===== src/rtl/hv_gen_ctrl.sv =====
// Hypervector generator: produces the seed advanced by req_idx CA90 steps.
// Steps forward from the last delivered index where possible, otherwise restarts from the seed.
`ifndef DIM
`define DIM 8
`endif

module hv_gen_ctrl #(
  parameter int unsigned DIM   = `DIM,
  parameter int unsigned IDX_W = 8
) (
  input  logic             clk,
  input  logic             rst,
  input  logic             seed_load,
  input  logic [DIM-1:0]   seed_in,
  input  logic             req_valid,
  input  logic [IDX_W-1:0] req_idx,
  output logic             req_ready,
  output logic             hv_valid,
  output logic [DIM-1:0]   hv_out,
  input  logic             hv_ready,
  output logic             busy
);

  typedef enum logic [1:0] {StIdle, StRestore, StStep, StDone} state_e;

  state_e           state_q, state_d;
  logic [DIM-1:0]   seed_q, seed_d;
  logic [DIM-1:0]   cur_v_q, cur_v_d;
  logic [IDX_W-1:0] cur_idx_q, cur_idx_d;
  logic [IDX_W-1:0] tgt_idx_q, tgt_idx_d;
  logic [DIM-1:0]   hv_out_q, hv_out_d;
  logic             hv_valid_q, hv_valid_d;

  logic [DIM-1:0]   ca90_v;
  logic [IDX_W-1:0] idx_inc;
  logic             req_accept;
  logic             hv_accept;

  // Rule 90: each cell becomes the XOR of its two cyclic neighbours.
  assign ca90_v     = {cur_v_q[DIM-2:0], cur_v_q[DIM-1]} ^ {cur_v_q[0], cur_v_q[DIM-1:1]};
  assign idx_inc    = cur_idx_q + 1'b1;
  assign req_accept = req_valid & req_ready;
  assign hv_accept  = hv_valid_q & hv_ready;

  // State register and datapath registers.
  always_ff @(posedge clk or posedge rst) begin
    if (rst) begin
      state_q    <= StIdle;
      seed_q     <= '0;
      cur_v_q    <= '0;
      cur_idx_q  <= '0;
      tgt_idx_q  <= '0;
      hv_out_q   <= '0;
      hv_valid_q <= 1'b0;
    end else begin
      state_q    <= state_d;
      seed_q     <= seed_d;
      cur_v_q    <= cur_v_d;
      cur_idx_q  <= cur_idx_d;
      tgt_idx_q  <= tgt_idx_d;
      hv_out_q   <= hv_out_d;
      hv_valid_q <= hv_valid_d;
    end
  end

  // Next-state logic.
  always_comb begin
    state_d = state_q;
    unique case (state_q)
      StIdle: begin
        if (req_accept) begin
          if (req_idx == cur_idx_q) begin
            state_d = StDone;
          end else if (req_idx > cur_idx_q) begin
            state_d = StStep;
          end else begin
            state_d = StRestore;
          end
        end
      end
      StRestore: state_d = (tgt_idx_q != '0) ? StStep : StDone;
      StStep: begin
        if (idx_inc == tgt_idx_q) begin
          state_d = StDone;
        end
      end
      StDone: begin
        if (hv_accept) begin
          state_d = StIdle;
        end
      end
      default: state_d = StIdle;
    endcase
  end

  // Datapath next-state logic.
  always_comb begin
    seed_d     = seed_q;
    cur_v_d    = cur_v_q;
    cur_idx_d  = cur_idx_q;
    tgt_idx_d  = tgt_idx_q;
    hv_out_d   = hv_out_q;
    hv_valid_d = hv_valid_q;
    unique case (state_q)
      StIdle: begin
        if (seed_load) begin
          seed_d    = seed_in;
          cur_v_d   = seed_in;
          cur_idx_d = '0;
        end else if (req_accept) begin
          tgt_idx_d = req_idx;
        end
      end
      StRestore: begin
        cur_v_d   = seed_q;
        cur_idx_d = '0;
      end
      StStep: begin
        cur_v_d   = ca90_v;
        cur_idx_d = idx_inc;
      end
      StDone: begin
        // First DONE cycle captures the result; it then holds until the consumer takes it.
        if (!hv_valid_q) begin
          hv_out_d   = cur_v_q;
          hv_valid_d = 1'b1;
        end else if (hv_ready) begin
          hv_valid_d = 1'b0;
        end
      end
      default: ;
    endcase
  end

  // Output logic.
  always_comb begin
    req_ready = (state_q == StIdle) & ~seed_load;
    busy      = (state_q != StIdle);
    hv_valid  = hv_valid_q;
    hv_out    = hv_out_q;
  end

endmodule


===== config.mk =====
export PLATFORM = sky130hd
export DESIGN_NAME = hv_gen_ctrl
export DESIGN_NICKNAME = d
export VERILOG_FILES = /design/src/rtl/hv_gen_ctrl.sv
export SDC_FILE = /design/constraint.sdc
export NUM_CORES = 1
export LEC_CHECK = 0
export ABC_AREA = 0
export CAP_MARGIN = 25
export CORE_MARGIN = 8
export CORE_UTILIZATION = 50
export CTS_BUF_LIST = sky130_fd_sc_hd__clkbuf_4 sky130_fd_sc_hd__clkbuf_8
export DETAILED_ROUTE_END_ITERATION = 6
export GPL_TIMING_DRIVEN = 0
export PLACE_DENSITY_LB_ADDON = 0.1
export SLEW_MARGIN = 25
export SYNTH_ARGS = -nofsm -noshare
export SYNTH_HDL_FRONTEND = slang
export SYNTH_SLANG_ARGS = --single-unit
export TNS_END_PERCENT = 100

===== constraint.sdc =====
create_clock -name clk -period 2.66 [get_ports clk]
set_input_delay 0.399 -clock clk [delete_from_list [all_inputs] [get_ports clk]]
set_output_delay 0.399 -clock clk [all_outputs]
set_load 0.1 [all_outputs]

==> impl_results.md, run 1 <==
- Post-DP Area: approximately 2900 sq um
- Final net count: about 320
- Seq/Total Area, Yosys: a little over two fifths
- Initial detailed-routing violation count: around 150
- Top cell type's share of synthesized area: between 40% and 50%
- GP Congestion: between 0.8 and 0.9
- Bufs and invs on worst path: 0
- CP peak stage delay: roughly 500 ps
- Die extent in y: between 80 and 90 um
- Drt first pass iters: 4
- Post-synth top area cell: dfrtp_1
- Max IR drop VDD: 0.631 mV
- Worst path slowest cell: dfrtp_1
- CP top delay family: compound AO/OA/AOI/OAI gates
- Num Clock Sinks: 43
- Die ar.: between 7000 and 8000 sq um
- Setup bufs post-CTS: 0
- Ys Warns: 0
- N_diodes: 0
- Vias per cell: between 5 and 6
- Max Cap Viol: 0
- # setup viols final: 0
- Core area: roughly 4800 sq um
- CTS Buffer Depth: 2
- Largest net degree at the start of global routing: 26
- Outcome: finished clean
- Synth area leaders: dfrtp_1 (44%), mux2_2 (10%), ha_1 (7.1%)
- Worst-Margin Slew: about 970 ps
- Asr flop ratio synth: 100%
- Netlist cell types: 40
- Period utilization: between 90% and 100%
- Cell Area, Synth: 2470 sq um
- Number of buffers added on ports: 31
- Max Slew Vio Count: 0
- Worst Path Max Fanout: 7
- CTS clk-pin slew, worst paths: ~90 ps
- Hpwl dp: about 4.3 mm
- Fraction of layout cells with a size suffix above 1: approximately 17%
- Initial Util: roughly 52%
- Critical Path RT: roughly 2900 ps
- HP Class: in2async
- Top cells by count, synth: dfrtp_1 (43), o21ai_0 (28), nand2_1 (26), mux2_2 (23), inv_1 (15)
- Ports: 32
- Cell count after synthesis: roughly 240
- Total CTS buffers: 5
- DRC errors left: 0
- Cells along the critical path: ha_1, and2_4, nand2_4, or3_1, a2111oi_1, a32oi_1, mux2_1
- Overflow after GRT: 0
- Worst Path Arrival: 2710 ps
- Die W: between 80 and 90 um
- Startpoint types: register
- EDFF count, synth: 0
- Final Critical Period: approximately 2500 ps
- Skew final: between 6 and 7 ps
- Setup TNS: 0 ps
- DRT Wirelength: between 5 and 6 mm
- Final hold violation count: 0
- Max H-tree Level: 2
- CTS tree: done
- Unrepaired setup endpoints after global routing: false
- F_max: ~0.4 GHz
- Worst Setup Path Type: reg2reg
- Cell with the most instances after synthesis: dfrtp_1
- Syn-to-layout area delta: 21.4%
- Finished Cell Area: roughly 3000 sq um
- FF+latch count, synth: 43
- Lkg Pwr: roughly 1.2 nW
- Routed length per instance: 16.2 um
- Syn nets: between 200 and 300
- Via Count: between 1500 and 2000
- First-pass GRT wire length: approximately 9.6 mm
- Pwr/cell area: roughly 1300 nW/um^2
- Site row count: 25
- Antenna violations before repair: 0
- Slew Limit Headroom: about 35%
- ANT nets after route: 0
- GRT Util Overall: around 16%
- Non-Filler Instances: 350
- Crit end category: register
- Vias in the first global route: approximately 2000
- Clock root buffer master: clkbuf_8
- Clk Latency, worst-skew pair: roughly 300 ps
- Ys flop type: dfrtp_1
- Syn_area_per_cell: approximately 10 sq um
- Placed insts: 342
==> what timing repair did <==
item,CTS,global route
gates cloned,0,0
resized for setup,2,2
setup endpoints to repair,2,1
hold buffers,0,0
==> area by class of cell <==
cell class	instances	area [sq um]
multi-input combinational	176	1320
sequential	43	1080
buffer	9	46.3
tap	67	83.8
timing repair buffer	32	324
fill	424	1760
clock buffer	5	68.8
clock inverter	3	25.0
inverter	15	60.1
==> worst register-to-register path, cell delays in order, from the launching register on <==
cell       delay (ps)
dfrtp_1           500
ha_1              290
and2_4            200
nand2_4            60
or3_1             370
a2111oi_1         430
a32oi_1           210
mux2_1            340
==> layer usage <==
layer	track usage [%]	vias to the layer above	share of wire (%)
met3	3.50	8	5.5
met2	22.7	66	42
met4	4.54	0	1.2
met1	24.6	948	51
li1	-	952	-
met5	0	-	0
==> sequential cells by signal, summed over array words and instances (netlist names) <==
| register | flops |
|---|---|
| seed_q | 8 |
| cur_v_q | 8 |
| hv_out | 8 |
| tgt_idx_q | 8 |
| state_q | 2 |
| hv_valid | 1 |
| cur_idx_q | 8 |
==> per-stage QoR <==
stage               power [mW]  setup slack [ps]  hold slack [ps]  utilization, %
detailed placement        3.35              59.4              495            61.2
global route              4.03              60.2              438            63.1
CTS                       3.78              38.4              409            63.2
finish                    3.77               143              405            63.1
floorplan                 2.80              25.3              479               -
global placement          3.29              57.4              487            60.8
==> where the power goes <==
| part | switching (mW) | total [mW] | internal (mW) |
|---|---|---|---|
| Sequential | 0.287 | 1.23 | 0.941 |
| Combinational | 1.33 | 2.11 | 0.782 |
| Clock | 0.244 | 0.432 | 0.188 |
==> cells in the final DEF, fill, tap and decap left out, types with 2 or more instances in the layout <==
master,count
a211oi_1,2
nor2_1,6
nor2b_1,2
or3_1,3
o21bai_1,2
o21a_1,2
clkbuf_8,6
clkinv_4,2
o22ai_1,2
a21oi_1,5
a32oi_1,2
nand3_1,4
clkbuf_1,6
xnor2_1,14
ha_1,13
nand4b_1,2
nor3_1,5
o211ai_1,10
inv_1,12
nand4_1,4
o21ai_0,28
nand2_1,26
xor2_1,4
clkdlybuf4s50_1,29
mux2_2,23
clkbuf_2,2
clkinvlp_4,2
dfrtp_1,43
inv_2,2
==> cell families (layout without fill, tap and decap cells) <==
group	after synthesis	after routing	share of synthesized area, %
compound gates	57	57	14.2
xor+xnor	18	18	6.38
fa+ha+maj	14	14	7.09
buf+inv	24	64	4.10
flops	43	43	43.6
mux	25	25	11.3
simple gates	62	62	13.3
==> path summary, 6_finish.rpt <==
kind / depth (start not counted) / to / startpoint / slack [ps]
hold / removal: 2 / cur_v_q[0] / rst / 410
setup reg to reg: 7 / state_q[1] / cur_idx_q[0] / 140
max in group asynchronous: 3 / cur_idx_q[7] / rst / 1780
min in group clk: 1 / seed_q[3] / seed_q[3] / 510
hold reg to reg: 1 / seed_q[3] / seed_q[3] / 510
setup / recovery: 7 / state_q[1] / cur_idx_q[0] / 140
Note: power is estimated with default switching activity, not from simulation.
==> inputs of run 2 (changes only) <==
--- a/config.mk
+++ b/config.mk
@@ -13,6 +13,7 @@
 export DETAILED_ROUTE_END_ITERATION = 6
 export GPL_TIMING_DRIVEN = 0
 export PLACE_DENSITY_LB_ADDON = 0.1
+export SKIP_CTS_REPAIR_TIMING = 1
 export SLEW_MARGIN = 25
 export SYNTH_ARGS = -nofsm -noshare
 export SYNTH_HDL_FRONTEND = slang
==> run 2 against run 1 <==
Effect of this change: clock power rose by 1%; first-iteration DRC count fell by 1.3%; non-clock buffer count did not move; sequential share of layout area fell by 0.13 points; routed wire length fell by 0.18%; critical path depth fell by 2; count of clock-buffer cells in the layout did not move; via count fell by 0.56%; fmax barely moved.
==> impl_results.md, run 2 (synthesized netlist as in run 1, its figures left out) <==
- Outcome: finished clean
- Final design utilization: between 60% and 70%
- Most frequent cells in the layout: dfrtp_1 (43), clkdlybuf4s50_1 (29), o21ai_0 (28)
- Die ar.: between 7000 and 8000 sq um
- Initial detailed-routing violation count: ~150
- Worst Setup Path Type: reg2out
- Skew final: approximately 9.1 ps
- Site row count: 25
- Die W: approximately 86 um
- N_diodes: 0
- Antenna violations before repair: 0
- Worst Path Max Fanout: 5
- Drt first pass iters: 4
- ANT nets after route: 0
- Hpwl dp: around 4.3 mm
- CTS tree: done
- Max Cap Viol: 0
- Lkg Pwr: ~1.2 nW
- DRT Wirelength: between 5 and 6 mm
- Number of buffers added on ports: 31
- Largest net degree at the start of global routing: 26
- CTS clk-pin slew, worst paths: around 90 ps
- Crit end category: output port
- # setup viols final: 0
- Final Critical Period: between 2000 and 3000 ps
- Clock root buffer master: clkbuf_8
- Period utilization: about 95%
- Commonest non-fill, non-tap cell in the layout: dfrtp_1
- Worst slack at placement: 59.4 ps
- First-pass GRT wire length: 9.60 mm
- Num Clock Sinks: 43
- Final net count: between 300 and 400
- Overflow after GRT: 0
- Worst-Margin Slew: about 970 ps
- GP Congestion: 0.873
- Initial Util: slightly above 50%
- Worst setup margin: between 100 and 150 ps
- Syn-to-layout area delta: 21.9%
- Ports: 32
- Worst Path Arrival: 2120 ps
- Fraction of layout cells with a size suffix above 1: between 15 and 20%
- Core area: 4750 sq um
- Critical Path RT: ~2300 ps
- Clk Latency, worst-skew pair: about 300 ps
- F_max: roughly 0.40 GHz
- CTS Buffer Depth: 2
- Total CTS buffers: 5
- Final hold violation count: 0
- Max H-tree Level: 2
- HP Class: in2async
- Startpoint types: register
- Routed length per instance: between 15 and 20 um
- Max Slew Vio Count: 0
- Slew Limit Headroom: between 30% and 40%
- Vias per cell: approximately 5.6
- Unrepaired setup endpoints after global routing: false
- Max IR drop VDD: approximately 0.62 mV
- Die extent in y: 86.3 um
- Via Count: 1963
- GRT Util Overall: around 16%
- Vias in the first global route: slightly below 2000
- DRC errors left: 0
- Pwr/cell area: 1260 nW/um^2
==> run 2: per-stage QoR <==
stage | area [sq um] | std cells | TNS (ps) | hold WS, ps | power (mW)
global placement | 2890 | 341 | 0 | 487 | 3.29
finish | 3010 | 350 | 0 | 403 | 3.78
detailed placement | 2910 | 342 | 0 | 495 | 3.35
floorplan | 2500 | 243 | 0 | 479 | 2.80
global route | 3010 | 350 | 0 | 438 | 4.04
CTS | 3010 | 350 | -308 | 409 | 3.79
==> run 2: path summary, 6_finish.rpt <==
| check | endpoint | cells after the start | start | slack, ps |
|---|---|---|---|---|
| worst max-delay path | req_ready | 5 | state_q[1] | 140 |
| worst min-delay path | cur_v_q[0] | 2 | rst | 400 |
| worst max register to register | state_q[1] | 7 | cur_idx_q[0] | 160 |
| worst min register to register | seed_q[3] | 1 | seed_q[3] | 510 |
| max in group asynchronous | cur_idx_q[7] | 3 | rst | 1780 |
| min in group clk | seed_q[3] | 1 | seed_q[3] | 510 |
==> run 2: layout make-up <==
| class | count | area (sq um) |
|---|---|---|
| clock inverter | 3 | 25.0 |
| fill | 423 | 1740 |
| inverter | 15 | 60.1 |
| sequential | 43 | 1080 |
| multi-input combinational | 176 | 1320 |
| buffer | 9 | 46.3 |
| clock buffer | 5 | 68.8 |
| timing repair buffer | 32 | 335 |
| tap | 67 | 83.8 |
==> run 2: worst max-delay path, cell delays in order, from the launching register on <==
cell and delay, ps:
dfrtp_1 440, inv_1 130, ha_4 180, clkinvlp_4 160
nor2_4 140, dlymetal6s2s_1 760
==> run 2: per-layer routing <==
metal	vias up	global-route usage [%]	part of all wire (%)
met5	-	0	0
met1	945	24.6	51
met4	0	4.54	1.4
li1	953	-	-
met2	57	22.7	42
met3	8	3.50	5.7
==> run 2: power by group <==
part	total, mW	internal (mW)	switching (mW)
sequential	1.23	0.941	0.285
clock	0.438	0.188	0.250
combinational	2.12	0.791	1.33
total	3.78	1.92	1.86
==> inputs of run 3 (changes only) <==
==> constraint.sdc (replaced) <==
create_clock -name clk -period 2.7 [get_ports clk]
set_input_delay 0.405 -clock clk [delete_from_list [all_inputs] [get_ports clk]]
set_output_delay 0.405 -clock clk [all_outputs]
set_load 0.1 [all_outputs]
==> run 3 against run 2 <==
Effect of this change: largest power group unchanged; sequential cell count is the same; largest cell class unchanged; cell area shrank 0.75%; total power shrank 2.9%; hold slack lost 8.3 ps; global-route usage shrank 0.093 points; clock power shrank 6.2%; combinational power shrank 3%; critical path depth grew 2; core utilization shrank 0.47 points; non-clock buffer count is the same.
==> impl_results.md, run 3 (synthesized netlist as in run 1, its figures left out) <==
- Outcome: finished clean
- Switching share of power: about half
- Comb pwr share: 56.1%
- Vias in the first global route: between 1500 and 2000
- Core area: between 4000 and 5000 sq um
- Final net count: approximately 320
- # setup viols final: 0
- CTS tree: done
- Pwr/cell area: between 1000 and 1500 nW/um^2
- Bufs and invs on worst path: 0
- Die extent in y: roughly 86 um
- GP Congestion: between 0.8 and 0.9
- Vias per cell: roughly 5.5
- Worst Path Max Fanout: 7
- Drt first pass iters: 4
- Number of buffers added on ports: 31
- Die ar.: roughly 7400 sq um
- Via Count: approximately 1900
- Placed insts: roughly 340
- CTS clk-pin slew, worst paths: approximately 80 ps
- Crit end category: register
- Hold_ws: slightly below 400 ps
- Overflow after GRT: 0
- Final design utilization: a little over three fifths
- Clock root buffer master: clkbuf_8
- Die W: between 80 and 90 um
- Worst Path Arrival: 2690 ps
- HP Class: in2async
- Site row count: 25
- Critical Path RT: around 2900 ps
- DRT Wirelength: 5.65 mm
- CTS Buffer Depth: 2
- Power, Total: approximately 3.7 mW
- Skew final: between 3 and 4 ps
- Sw power: 1.79 mW
- Area of the multi-input gates: 1310 sq um
- Hpwl dp: roughly 4.3 mm
- Worst-Margin Slew: 977 ps
- Clk Latency, worst-skew pair: roughly 290 ps
- Setup TNS: 0 ps
- Largest net degree at the start of global routing: 31
- Syn-to-layout area delta: 21.0%
- Period utilization: between 90 and 100%
- Initial detailed-routing violation count: just under 90
- Max IR drop VDD: 0.574 mV
- Internal: 1.88 mW
- Sequential standard cell area: 1080 sq um
- ANT nets after route: 0
- Ports: 32
- Cells along the critical path: ha_1, and2_4, nand2_4, or3_1, a2111oi_1, a32oi_1, mux2_1
- Fraction of layout cells with a size suffix above 1: between 15 and 20%
- Startpoint types: register
- Commonest non-fill, non-tap cell in the layout: dfrtp_1
- N_diodes: 0
- Lkg Pwr: about 1.2 nW
- Power share of the clock group: approximately 11%
- Non-Filler Instances: 350
- DRC errors left: 0
- Max Cap Viol: 0
- Slew Limit Headroom: roughly a third
- Worst Setup Path Type: reg2reg
- First-pass GRT wire length: 9.56 mm
- Total CTS buffers: 5
- Part of the power in registers: between 30% and 40%
- Final Critical Period: ~2500 ps
- GRT Util Overall: 16.3%
- Num Clock Sinks: 43
- Worst path slowest cell: dfrtp_1
- Max Slew Vio Count: 0
- Fillers: 420
- F_max: 0.399 GHz
- Antenna violations before repair: 0
- Initial Util: approximately 52%
- Most frequent cells in the layout: dfrtp_1 (43), clkdlybuf4s50_1 (29), o21ai_0 (28)
- Max H-tree Level: 2
- Unrepaired setup endpoints after global routing: false
- Routed length per instance: roughly 16 um
- CP peak stage delay: ~480 ps
- Final hold violation count: 0
- CP top delay family: simple AND/OR/NAND/NOR gates
run 3: changes by cell type in the layout (fill, tap and decap cells not counted):
cell / before / now
inv_2: 2 / 1
ha_4: 1 / 0
clkbuf_4: 0 / 1
inv_1: 12 / 13
clkinv_2: 0 / 1
clkbuf_2: 1 / 2
dlymetal6s2s_1: 2 / 1
ha_2: 0 / 1
clkinv_4: 2 / 0
run 3: final cells by class:
| cell class | count | share of cell area, % |
|---|---|---|
| Buffer | 9 | 1.55 |
| Tap cell | 67 | 2.81 |
| Sequential cell | 43 | 36.0 |
| Clock buffer | 6 | 2.55 |
| Multi-Input combinational cell | 176 | 43.7 |
| Inverter | 15 | 2.01 |
| Timing Repair Buffer | 32 | 11.0 |
| Clock inverter | 2 | 0.419 |
run 3: layer usage:
layer	part of all wire, %	track usage [%]	vias up	routed length [um]
li1	-	-	946	-
met4	0.57	4.54	0	32
met1	49	22.7	913	2800
met5	0	0	-	0
met3	5.8	3.69	4	326
met2	44	24.5	46	2500
run 3: through the flow:
stage	setup slack [ps]	area, sq um
2_1_floorplan	0.516	2490
3_3_place_gp	57.8	2880
3_5_place_dp	37.8	2900
4_1_cts	-291	2990
5_1_grt	77.9	2990
6_report	192	2990
run 3: final timing paths:
path,cells after the start,endpoint,from,slack (ps)
max in group asynchronous,3,seed_q[2],rst,1840
min in group clk,1,hv_out[3],hv_out[3],510
min,2,cur_idx_q[4],rst,390
min reg2reg,1,hv_out[3],hv_out[3],510
max,7,state_q[1],cur_idx_q[0],190
max reg2reg,7,state_q[1],cur_idx_q[0],190
run 3: worst register-to-register path, stage by stage (launching register included):
cell and delay [ps]:
dfrtp_1 480, ha_1 310, and2_4 210, nand2_4 60, or3_1 370, a2111oi_1 430
a32oi_1 210, mux2_1 340
run 3: power by group through the flow:
stage	Combinational (mW)	Clock, mW	Sequential [mW]
after floorplan	1.16	0	1.58
after global placement	2.02	0	1.20
after detailed placement	2.06	0	1.21
after CTS	2.07	0.423	1.20
after global routing	2.23	0.443	1.24
final	2.06	0.411	1.20
